### src/rtl/proc_ctrl_param.sv
// proc_ctrl_param: one-hot T0..T3 control FSM for the simple bus processor, with illegal-opcode flag and retired-instruction counter
module proc_ctrl_param #(
  parameter int REG_AW = 3,
  parameter int DATA_W = 9,
  parameter int CNT_W = 8,
  localparam int NUM_REGS = 2 ** REG_AW
) (
  input  logic                Clock,
  input  logic                Resetn,
  input  logic [DATA_W-1:0]   DIN,
  input  logic                Run,
  input  logic                Gnz,
  output logic                IRin,
  output logic [NUM_REGS-1:0] Rout,
  output logic                Gout,
  output logic                DINout,
  output logic [NUM_REGS-1:0] Rin,
  output logic                Ain,
  output logic                Gin,
  output logic [1:0]          AluOp,
  output logic                Done,
  output logic                Illegal,
  output logic [CNT_W-1:0]    InstrCnt
);
  localparam int IW = 3 + 2 * REG_AW;
  localparam logic [NUM_REGS-1:0] ONE = 1;
  localparam logic [2:0] MV = 3'b000, ADD = 3'b001, SUB = 3'b010, MVI = 3'b011,
                         MVNZ = 3'b100, AND = 3'b101;
  typedef enum logic [3:0] {T0 = 4'b0001, T1 = 4'b0010, T2 = 4'b0100, T3 = 4'b1000} state_t;
  state_t state, state_nx;
  logic [IW-1:0] ir;
  logic [2:0] op;
  logic [REG_AW-1:0] x, y;
  logic [NUM_REGS-1:0] rx, ry;
  logic alu;
  assign op = ir[IW-1 -: 3];
  assign x = ir[IW-4 -: REG_AW];
  assign y = ir[REG_AW-1:0];
  assign rx = ONE << x;
  assign ry = ONE << y;
  assign alu = op == ADD || op == SUB || op == AND;
  always_comb begin
    IRin = state == T0 && Run;
    Rout = '0;
    Gout = 1'b0;
    DINout = 1'b0;
    Rin = '0;
    Ain = 1'b0;
    Gin = 1'b0;
    AluOp = 2'b00;
    Done = 1'b0;
    Illegal = 1'b0;
    state_nx = T0;
    case (state)
      T0: state_nx = Run ? T1 : T0;
      T1: begin
        state_nx = alu ? T2 : T0;
        Done = !alu;
        case (op)
          MV: begin
            Rout = ry;
            Rin = rx;
          end
          MVI: begin
            DINout = 1'b1;
            Rin = rx;
          end
          MVNZ: begin
            Rout = Gnz ? ry : '0;
            Rin = Gnz ? rx : '0;
          end
          ADD, SUB, AND: begin
            Rout = rx;
            Ain = 1'b1;
          end
          default: Illegal = 1'b1;
        endcase
      end
      T2: begin
        state_nx = T3;
        Rout = ry;
        Gin = 1'b1;
        AluOp = op == SUB ? 2'b01 : op == AND ? 2'b10 : 2'b00;
      end
      T3: begin
        Gout = 1'b1;
        Rin = rx;
        Done = 1'b1;
      end
      default: state_nx = T0;
    endcase
  end
  always_ff @(posedge Clock or negedge Resetn) begin
    if (!Resetn) begin
      state <= T0;
      ir <= '0;
      InstrCnt <= '0;
    end else begin
      state <= state_nx;
      if (IRin) ir <= DIN[IW-1:0];
      if (Done) InstrCnt <= InstrCnt + 1'b1;
    end
  end
endmodule

### config.mk
export PLATFORM = sky130hd
export DESIGN_NAME = proc_ctrl_param
export DESIGN_NICKNAME = d
export VERILOG_FILES = /design/src/rtl/proc_ctrl_param.sv
export SDC_FILE = /design/constraint.sdc
export NUM_CORES = 1
export LEC_CHECK = 0
export BUFFER_PORTS_ARGS = -buffer_cell sky130_fd_sc_hd__buf_2
export CAP_MARGIN = 30
export CELL_PAD_IN_SITES_DETAIL_PLACEMENT = 1
export CELL_PAD_IN_SITES_GLOBAL_PLACEMENT = 1
export CORE_AREA = 8 8 65 67
export CTS_CLUSTER_SIZE = 40
export DETAILED_ROUTE_END_ITERATION = 8
export DIE_AREA = 0 0 73 75
export GPL_TIMING_DRIVEN = 0
export MAX_ROUTING_LAYER = met4
export PLACE_DENSITY_LB_ADDON = 0.1
export SLEW_MARGIN = 20
export SYNTH_ARGS = -nofsm -noshare
export SYNTH_HDL_FRONTEND = slang
export SYNTH_SLANG_ARGS = --single-unit
### constraint.sdc
create_clock -name Clock -period 4 [get_ports Clock]
set_input_delay 0.2 -clock Clock [delete_from_list [all_inputs] [get_ports Clock]]
set_output_delay 0.2 -clock Clock [all_outputs]
set_load 0.02 [all_outputs]
==> impl_metrics.yaml <==
floorplan:
  start_util_pct: 36.2
  core_area_sq_um: 3230
  rows: 21
  ios: 46
  dieArea_sq_um: 5480
  die_h_um: 75
  die_w_um: 73
power:
  leakage_nw: 0.748
  ir_worst_vdd_v: 0.000316
  powerDensity_nw_per_um2: 586
route:
  ant_nets: 0
  drtIter0Drc: 45
  drc: 0
  vias: 1029
  wl_per_cell_um: 15.6
  first_pass_iters: 4
  viasPerCell: 4.97
  wl_mm: 3.23
timing:
  finalCritPeriodShare_pct: 62.2
  finalSetupViolations: 0
  slew_violations: 0
  fin_tns_setup_ns: 0
  rsz0062_at_grt: "no"
  holdWs_ns: 0.117
  fin_ws_ns: 1.51
  max_clock_freq_mhz: 402
  tightest_slew_ns: 0.635
  layout_min_cycle_time_ns: 2.49
  slew_headroom_pct: 57.1
  clock_skew_ns: 0.00230
  finalHoldViolations: 0
global_route:
  grt_pass1_vias: 1154
  track_usage_pct: 13.3
  grt_max_degree: 22
  antenna_found_initial: 0
  grt_pass1_wl_mm: 5.66
  overflow: 0
yosys:
  synth_warnings: 0
  synth_top_area_share_pct: 42.8
  synth_top_flop_cell: "dfrtp_1"
  synth_top_area_cell: "dfrtp_1"
  seq_area_frac_synth_pct: 45.0
  ys_ff_latch: 21
  ys_top_cells_by_count: "dfrtp_1, mux2_2, nand2_1, inv_1, xnor2_1"
  ys_async_sr_fraction_pct: 100
  ys_types: 38
  syn-num-nets: 125
  synth_edf_count: 0
  post_synth.cell_area_avg_sq_um: 10.5
  synth_area_sq_um: 1170
  syn-instance-count: 111
  synth.most_common_cell: "dfrtp_1"
  synthTopCellsByArea: "dfrtp_1, mux2_2, xnor2_1"
placement:
  routabilityCongestion: 0.833
  dp_hpwl_mm: 2.57
  place_ws_ns: 1.87
  placed_cell_area_sq_um: 1450
  port_buffers: 45
run:
  max_cap_violations: 0
status:
  status: "completed"
setup_path:
  cp.arrival_ns: 2.29
  crit_required_ns: 3.80
  cp_max_fo: 6
  cp-end-kind: "output port"
  worst-setup-path-type: "flip-flop to output port"
  cp-start-kind: "flip-flop"
cts:
  clk_latency_ns: 0.30
  cts_root_buf: "clkbuf_4"
  cts.clk_slew.worst_paths_ns: 0.12
  htree_num_levels: 1
  numCtsBuffers: 3
  cts_setup_buffers: 0
  clk_path_buf_depth: 2
  clock_sinks: 21
  cts_tree: "done"
cells_and_area:
  fin_area_sq_um: 1490
  area_delta_synth_final_pct: 27.3
  nNetsFinal: 176
  diodes: 0
  drive_gt1_share_pct: 42.2
hold_path:
  hold_path_class: "primary input to flip-flop"
where the power goes:
part           leakage (nW)  internal, W  switching [W]  total, W
registers             0.263     0.000289      0.0000875  0.000376
logic                 0.470     0.000178       0.000213  0.000391
clock network        0.0150    0.0000388      0.0000664  0.000105
worst paths after layout:
kind	depth (start not counted)	from	end	slack (ns)
max in group asynchronous	2	Resetn	state[0]$_DFF_PN1_	3.27
max	6	state[2]$_DFF_PN0_	Rout[3]	1.51
min reg2reg	1	InstrCnt[7]$_DFFE_PN0P_	InstrCnt[7]$_DFFE_PN0P_	0.48
min	2	DIN[0]	ir[0]$_DFFE_PN0P_	0.12
max reg2reg	4	state[2]$_DFF_PN0_	InstrCnt[1]$_DFFE_PN0P_	2.17
min in group asynchronous	2	Resetn	InstrCnt[4]$_DFFE_PN0P_	0.38
repair_timing:
action                                 CTS  global route
endpoints found under the hold margin   20             0
resized for setup                        0             0
hold buffers                             1             0
placed cells by master, fill, tap and decap left out, types with 2 or more instances in the layout:
cell / instances
nor3b_1: 4
nor3_1: 5
nor2_1: 3
nand3_1: 2
o22ai_1: 4
clkbuf_1: 3
or2_2: 3
and3_1: 2
buf_2: 46
nor4b_1: 2
nand3b_1: 2
or3_1: 2
inv_1: 6
dfrtp_1: 20
xnor2_1: 6
o32ai_1: 4
a21oi_1: 2
clkbuf_4: 3
nand2b_1: 5
mux2_2: 9
nand2_1: 7
nand4_1: 3
registers in the layout, indices dropped and copies added, names as in the netlist:
register / count
InstrCnt: 8
state: 4
ir: 9
layer usage:
layer	track usage, %	share of wire [%]	wire (um)	vias up
met4	4.44	0.99	32	0
met3	2.26	3.2	104	4
met5	-	0	0	-
met1	15.2	43	1380	498
li1	-	-	-	503
met2	23.0	53	1710	24
worst max-delay path, stage by stage, from the launching register on:
cell and delay (ns):
dfrtp_1 0.45, nor4b_1 0.60, nand2_1 0.29, inv_1 0.17
nand2_1 0.09, o22ai_1 0.20, buf_2 0.20
cells by family (layout without fill, tap and decap cells):
logic type                 Yosys count  count (layout)  synth area share (%)
and+or+nand+nor                     47              47                  25.8
DFF                                 21              21                  45.0
AOI/OAI and AO/OA                   15              15                  8.98
muxes                               10              10                  9.95
buffers and inverters               10              60                  3.96
xor gates and xnor gates             7               7                  5.24
adders and majority gates            1               1                  1.07
per-stage QoR:
stage	std cells	total power, W	utilization, %
after floorplan	111	0.000657	-
after global placement	202	0.000755	44.9
after detailed placement	202	0.000776	44.9
after CTS	207	0.000886	46.1
after global routing	207	0.000946	46.1
final	207	0.000872	46.1
final cells by class:
class / count / area (sq um)
fill: 406 / 1740
buffer: 4 / 23.8
inverter: 6 / 22.5
multi-input combinational: 80 / 597
tap: 46 / 57.6
sequential: 21 / 527
timing repair buffer: 46 / 235
clock buffer: 4 / 26.3
Power figures use the tool's default switching activity.
